$ cat config.mk
export PLATFORM = sky130hd
export DESIGN_NAME = pio_bank
export DESIGN_NICKNAME = d
export VERILOG_FILES = /design/src/rtl/pio_bank_pkg.sv /design/src/rtl/pio_channel.sv /design/src/rtl/pio_bank.sv
export SDC_FILE = /design/constraint.sdc
export NUM_CORES = 1
export LEC_CHECK = 0
export ABC_CLOCK_PERIOD_IN_PS = 2700
export BUFFER_PORTS_ARGS = -buffer_cell sky130_fd_sc_hd__buf_2
export CAP_MARGIN = 40
export CORE_MARGIN = 2
export CORE_UTILIZATION = 30
export DETAILED_ROUTE_END_ITERATION = 7
export PLACE_DENSITY = 0.51
export RECOVER_POWER = 25
export SETUP_SLACK_MARGIN = 0.1
export SLEW_MARGIN = 15
export SYNTH_ARGS = -nofsm -noshare
export SYNTH_HDL_FRONTEND = slang
export SYNTH_HIERARCHICAL = 1
export SYNTH_SLANG_ARGS = --single-unit
$ cat constraint.sdc
create_clock -name clk_clk -period 2.7 [get_ports clk_clk]
set_clock_uncertainty 0.05 [all_clocks]
set_input_delay 0.405 -clock clk_clk [delete_from_list [all_inputs] [get_ports clk_clk]]
set_output_delay 0.405 -clock clk_clk [all_outputs]
set_load 0.1 [all_outputs]
$ cat src/rtl/pio_bank_pkg.sv
// Shared constants for the pio_bank GPIO component: register offsets within a
// channel's 8-word window, the edge-type encoding and the bus data width.
package pio_bank_pkg;

  localparam int DATA_W = 32;

  localparam logic [2:0] OFF_OUT     = 3'd0;
  localparam logic [2:0] OFF_IN      = 3'd1;
  localparam logic [2:0] OFF_SET     = 3'd2;
  localparam logic [2:0] OFF_CLR     = 3'd3;
  localparam logic [2:0] OFF_TOGGLE  = 3'd4;
  localparam logic [2:0] OFF_MASK    = 3'd5;
  localparam logic [2:0] OFF_EDGECAP = 3'd6;
  localparam logic [2:0] OFF_RSVD    = 3'd7;

  typedef enum logic [1:0] {
    EDGE_RISE = 2'd0,
    EDGE_FALL = 2'd1,
    EDGE_ANY  = 2'd2
  } edge_type_e;

endpackage

$ cat src/rtl/pio_channel.sv
// One GPIO channel: output register with atomic set/clear/toggle, interrupt
// mask, input synchroniser, edge detector and write-1-to-clear edge capture.
module pio_channel
  import pio_bank_pkg::*;
#(
  parameter int               WIDTH       = 8,
  parameter int               SYNC_STAGES = 2,
  parameter int               EDGE_TYPE   = 0,
  parameter logic [WIDTH-1:0] RESET_VALUE = '0
) (
  input  logic             clk_i,
  input  logic             rst_i,
  input  logic             edgeEn_i,
  input  logic             we_i,
  input  logic [2:0]       offset_i,
  input  logic [WIDTH-1:0] wdata_i,
  input  logic [WIDTH-1:0] pin_i,
  output logic [WIDTH-1:0] out_o,
  output logic [WIDTH-1:0] mask_o,
  output logic [WIDTH-1:0] cap_o,
  output logic [WIDTH-1:0] inSync_o,
  output logic             irqReq_o
);

  logic [WIDTH-1:0] out_q, out_d;
  logic [WIDTH-1:0] mask_q, mask_d;
  logic [WIDTH-1:0] cap_q, cap_d;
  logic [WIDTH-1:0] prev_q;
  logic [WIDTH-1:0] sync_q [SYNC_STAGES];
  logic [WIDTH-1:0] edges;

  always_ff @(posedge clk_i) begin
    if (rst_i) begin
      for (int i = 0; i < SYNC_STAGES; i++) sync_q[i] <= '0;
      prev_q <= '0;
    end else begin
      sync_q[0] <= pin_i;
      for (int i = 1; i < SYNC_STAGES; i++) sync_q[i] <= sync_q[i-1];
      prev_q <= sync_q[SYNC_STAGES-1];
    end
  end

  always_comb begin
    edges = '0;
    case (EDGE_TYPE)
      int'(EDGE_RISE): edges = sync_q[SYNC_STAGES-1] & ~prev_q;
      int'(EDGE_FALL): edges = ~sync_q[SYNC_STAGES-1] & prev_q;
      default:         edges = sync_q[SYNC_STAGES-1] ^ prev_q;
    endcase
  end

  // A fresh edge is OR-ed in after the W1C so that a same-cycle set wins.
  always_comb begin
    out_d  = out_q;
    mask_d = mask_q;
    cap_d  = cap_q;
    if (we_i) begin
      case (offset_i)
        OFF_OUT:     out_d  = wdata_i;
        OFF_SET:     out_d  = out_q | wdata_i;
        OFF_CLR:     out_d  = out_q & ~wdata_i;
        OFF_TOGGLE:  out_d  = out_q ^ wdata_i;
        OFF_MASK:    mask_d = wdata_i;
        OFF_EDGECAP: cap_d  = cap_q & ~wdata_i;
        default:     ;
      endcase
    end
    if (edgeEn_i) cap_d = cap_d | edges;
  end

  always_ff @(posedge clk_i) begin
    if (rst_i) begin
      out_q  <= RESET_VALUE;
      mask_q <= '0;
      cap_q  <= '0;
    end else begin
      out_q  <= out_d;
      mask_q <= mask_d;
      cap_q  <= cap_d;
    end
  end

  assign out_o    = out_q;
  assign mask_o   = mask_q;
  assign cap_o    = cap_q;
  assign inSync_o = sync_q[SYNC_STAGES-1];
  assign irqReq_o = |(cap_q & mask_q);

endmodule

$ cat src/rtl/pio_bank.sv
// Avalon-MM GPIO bank: CHANNELS pio_channel instances behind an 8-word-per-channel
// address map, fixed one-cycle read latency and a registered level interrupt.
module pio_bank
  import pio_bank_pkg::*;
#(
  parameter int               WIDTH       = 8,
  parameter int               CHANNELS    = 2,
  parameter int               SYNC_STAGES = 2,
  parameter int               EDGE_TYPE   = 0,
  parameter logic [WIDTH-1:0] RESET_VALUE = '0
) (
  input  logic                        clk_clk,
  input  logic                        reset_reset,
  input  logic [$clog2(CHANNELS)+2:0] avs_address,
  input  logic                        avs_read,
  input  logic                        avs_write,
  input  logic [31:0]                 avs_writedata,
  output logic [31:0]                 avs_readdata,
  output logic                        avs_readdatavalid,
  input  logic [CHANNELS*WIDTH-1:0]   pio_in_export,
  output logic [CHANNELS*WIDTH-1:0]   pio_out_export,
  output logic                        irq
);

  localparam int CNT_W = $clog2(SYNC_STAGES + 2);
  localparam logic [CNT_W-1:0] SUPPRESS = CNT_W'(SYNC_STAGES + 1);

  int               chSel;
  logic [2:0]       offset;
  logic [CNT_W-1:0] edgeCnt_q;
  logic             edgeEn;
  logic [WIDTH-1:0] chOut  [CHANNELS];
  logic [WIDTH-1:0] chMask [CHANNELS];
  logic [WIDTH-1:0] chCap  [CHANNELS];
  logic [WIDTH-1:0] chIn   [CHANNELS];
  logic [CHANNELS-1:0] chIrq;
  logic [WIDTH-1:0] chVal;
  logic [DATA_W-1:0] rdata_d, rdata_q;
  logic             rvalid_q;
  logic             irq_q;
  logic             unusedWdata;

  assign chSel       = 32'(avs_address >> 3);
  assign offset      = avs_address[2:0];
  assign unusedWdata = ^avs_writedata;

  // Synchronisers restart from zero, so hold off capture until they have filled.
  always_ff @(posedge clk_clk) begin
    if (reset_reset) edgeCnt_q <= '0;
    else if (!edgeEn) edgeCnt_q <= edgeCnt_q + CNT_W'(1);
  end
  assign edgeEn = (edgeCnt_q == SUPPRESS);

  for (genvar ch = 0; ch < CHANNELS; ch++) begin : g_ch
    pio_channel #(
      .WIDTH      (WIDTH),
      .SYNC_STAGES(SYNC_STAGES),
      .EDGE_TYPE  (EDGE_TYPE),
      .RESET_VALUE(RESET_VALUE)
    ) u_ch (
      .clk_i   (clk_clk),
      .rst_i   (reset_reset),
      .edgeEn_i(edgeEn),
      .we_i    (avs_write && (chSel == ch)),
      .offset_i(offset),
      .wdata_i (avs_writedata[WIDTH-1:0]),
      .pin_i   (pio_in_export[ch*WIDTH +: WIDTH]),
      .out_o   (chOut[ch]),
      .mask_o  (chMask[ch]),
      .cap_o   (chCap[ch]),
      .inSync_o(chIn[ch]),
      .irqReq_o(chIrq[ch])
    );
    assign pio_out_export[ch*WIDTH +: WIDTH] = chOut[ch];
  end

  // Unmatched channel indices and write-only offsets fall through to zero.
  always_comb begin
    chVal = '0;
    for (int i = 0; i < CHANNELS; i++) begin
      if (chSel == i) begin
        case (offset)
          OFF_OUT:     chVal = chOut[i];
          OFF_IN:      chVal = chIn[i];
          OFF_MASK:    chVal = chMask[i];
          OFF_EDGECAP: chVal = chCap[i];
          default:     chVal = '0;
        endcase
      end
    end
    rdata_d = DATA_W'(chVal);
  end

  always_ff @(posedge clk_clk) begin
    if (reset_reset) begin
      rdata_q  <= '0;
      rvalid_q <= 1'b0;
      irq_q    <= 1'b0;
    end else begin
      rvalid_q <= avs_read;
      if (avs_read) rdata_q <= rdata_d;
      irq_q <= |chIrq;
    end
  end

  assign avs_readdata      = rdata_q;
  assign avs_readdatavalid = rvalid_q;
  assign irq               = irq_q;

endmodule

==> metrics.yaml <==
worst_setup_path:
  r2r-end: "g_ch[0].u_ch/cap_o[5]$_SDFF_PP0_"
  rrSetupSlack_ns: 1.14
  reg2reg_from: "edgeCnt_q[0]$_SDFFE_PP0N_"
  cp_max_fo: 38
  endpoint_kind: "flop"
  reg2reg_depth: 5
  crit_type: "input port to flop"
  critical_path.max_stage_delay_ns: 0.91
  critical_path.cell_chain: "clkbuf_1, clkbuf_2, nor2_1"
  slowest_stage: "clkbuf_1"
  setup.worst_path.start_class: "input port"
  cp.required_ns: 2.85
  critPathArrivalTime_ns: 2.21
routing:
  drc_errors: 0
  drt_first_pass_iters: 4
  avgViaCountPerCell: 4.76
  wl_per_cell_um: 15.6
  ant_nets: 0
  num_vias: 4245
  drt_wl_total_um: 13900
  drt-initial-drc-count: 255
cts:
  cts_tree: "built"
  cts-resized-gates: 0
  cts_sinks: 108
  ctsHtreeMaxLevel: 3
  cts_buffers: 9
  cts-hold-fix-buffers: 0
  post_cts_buffers: 0
  root_buffer: "clkbuf_16"
  clk_latency_ns: 0.35
  clk_pin_slew_ns: 0.07
  clk_path_buf_depth: 2
synthesis:
  ys_types: 38
  ys_ff_latch: 108
  synth-edff-count: 0
  yosys_warnings: 6
  synthFlopType: "dfxtp_1"
  syn_inst: 629
  ys_seq_area_frac: 0.394
  syn_avg_cell_area_um2: 8.72
  synthesis.area_mm2: 0.00549
  async_flop_share: 0
power_and_ir_drop:
  p_clk_frac: 0.379
  peakVddDrop_uv: 350
  p_int_mw: 2.60
  comb_power_share: 0.165
  p_sw_frac: 0.298
  switchingPower_mw: 1.11
  p_seq_frac: 0.456
  pwr_density_cell_mw_per_mm2: 614
  power.leakage_nw: 2.54
timing:
  tightest_slew_ns: 1.27
  setup-tns-final_ns: 0
  period_minus_slack_ns: 2.06
  final-hold-violation-count: 0
  report.final.slew_viol_count: 0
  max_freq_mhz: 486
  rsz0062_at_grt: "false"
  holdWs_ns: 0.214
  setup_viol: 0
  setup_ws_ns: 0.643
  maxSlewHeadroom: 0.154
  fin_crit_sh: 0.762
min_path:
  hold_end: "g_ch[1].u_ch/sync_q[0][4]$_SDFF_PP0_"
  min_path_cells: 2
  worstHoldStart: "pio_in_export[12]"
  hp-class: "input port to flop"
flow_run:
  maxCapViolations: 0
grt:
  antenna_found_initial: 0
  grt_usage: 0.148
  grt_pass1_vias: 4039
  overflow: 0
  grt_max_degree: 39
  grt_pass1_wl_um: 22400
final_layout:
  mostFrequentLayoutCell: "dfxtp_1"
  layout-drive-gt1-share: 0.142
  final_cell_mix: "dfxtp_1 (108), nand2_1 (77), buf_2 (56)"
  fillers: 1879
  design_area_mm2: 0.00604
  n_antenna_cell: 0
  areaGrowthSynthToFinish_pct: 10.1
  layout.nets: 748
placed_design:
  gp_congestion: 0.775
  dp_slack_ns: 0.643
  portBuffers: 57
  dpl_cell_area_mm2: 0.00573
  hpwl_um: 9890
outcome:
  status: "finished clean"
floorplanning:
  die_y_um: 139
  top_level_ports: 106
  start_util: 0.305
  die_w_um: 139
  core-area_mm2: 0.0180
  rows: 49
  die_area_mm2: 0.0194
[sequential cells by signal, summed over array words and instances (netlist names)]
signal	cells
g_ch.u_ch/prev_q	16
g_ch.u_ch/cap_o	16
g_ch.u_ch/mask_o	16
g_ch.u_ch/sync_q	32
avs_readdatavalid	1
avs_readdata	8
g_ch.u_ch/out_o	16
edgeCnt_q	2
irq	1
[per-layer routing]
metal  vias up  part of all wire  track usage
met5         -                 0            0
met4         0             0.028       0.0654
met3        22             0.048       0.0206
met2       132              0.44        0.231
met1      1974              0.48        0.203
li1       2117                 -            -
[through the flow]
stage | power [mW] | util | cells
4_1_cts | 3.76 | 0.337 | 892
5_1_grt | 3.88 | 0.336 | 892
6_report | 3.71 | 0.336 | 892
3_3_place_gp | 2.33 | 0.319 | 877
3_5_place_dp | 2.35 | 0.319 | 877
2_1_floorplan | 2.25 | - | 652
[power by group through the flow]
stage | clock [mW] | combinational, mW | sequential [mW]
after CTS | 1.45 | 0.617 | 1.69
after detailed placement | 0 | 0.616 | 1.73
final | 1.41 | 0.611 | 1.69
after floorplan | 0 | 0.427 | 1.82
after global routing | 1.52 | 0.661 | 1.70
after global placement | 0 | 0.604 | 1.73
[cell type report]
cell class	instances	area, µm²	share of cell area
Clock inverter	6	87.6	0.0145
Timing Repair Buffer	65	339	0.0561
Tap cell	229	287	0.0474
Sequential cell	108	2160	0.358
Clock buffer	9	225	0.0373
Inverter	51	191	0.0317
Multi-Input combinational cell	424	2750	0.455
[worst max-delay path: cells and delay by family]
family	cells	cell delay (ns)
simple gates	1	0.13
buf+inv	2	1.67
[worst max-delay path by stage]
stage	startpoint	end	cells past startpoint
after floorplan	avs_address[3]	g_ch[1].u_ch/cap_o[6]$_SDFF_PP0_	7
after global placement	avs_address[2]	g_ch[1].u_ch/out_o[3]$_SDFFE_PP0P_	6
after detailed placement	avs_address[0]	g_ch[1].u_ch/out_o[5]$_SDFFE_PP0P_	5
after CTS	g_ch[0].u_ch/out_o[4]$_SDFFE_PP0P_	pio_out_export[4]	1
after global routing	reset_reset	irq$_SDFF_PP0_	3
final	reset_reset	irq$_SDFF_PP0_	3
[logic make-up (layout without fill, tap and decap cells)]
| logic type | Yosys count | after routing | share of synthesized area |
|---|---|---|---|
| AOI/OAI and AO/OA | 128 | 128 | 0.151 |
| xor gates and xnor gates | 1 | 1 | 0.00160 |
| adders and majority gates | 33 | 33 | 0.0753 |
| buffers and inverters | 120 | 131 | 0.121 |
| DFF | 108 | 108 | 0.394 |
| muxes | 35 | 35 | 0.0698 |
| other | 1 | 24 | 0.000684 |
| and+or+nand+nor | 203 | 203 | 0.186 |
[synth_stat cells, types with 2 or more instances]
cell type	number	area, µm²
nand2_8	2	40.0
buf_4	43	323
or3b_1	2	17.5
o31ai_1	17	128
o22ai_1	16	100
buf_6	6	67.6
and4b_1	4	40.0
nand4_1	2	12.5
dfxtp_1	108	2160
nand3b_1	2	15.0
nor2b_1	51	319
a31o_2	2	17.5
inv_1	51	191
ha_1	33	413
o21a_1	2	15.0
buf_2	4	20.0
mux2i_1	27	270
nand2b_1	5	31.3
a22oi_1	20	150
o21ai_1	5	25.0
a21oi_1	47	235
nand2_1	77	289
a32o_1	7	70.1
o21ai_0	4	20.0
nand4b_1	2	17.5
mux2_4	6	90.1
nor3b_1	2	15.0
nor2_1	50	188
clkbuf_1	16	60.1
mux2_2	2	22.5
o221ai_1	7	61.3
Power figures use the tool's default switching activity.
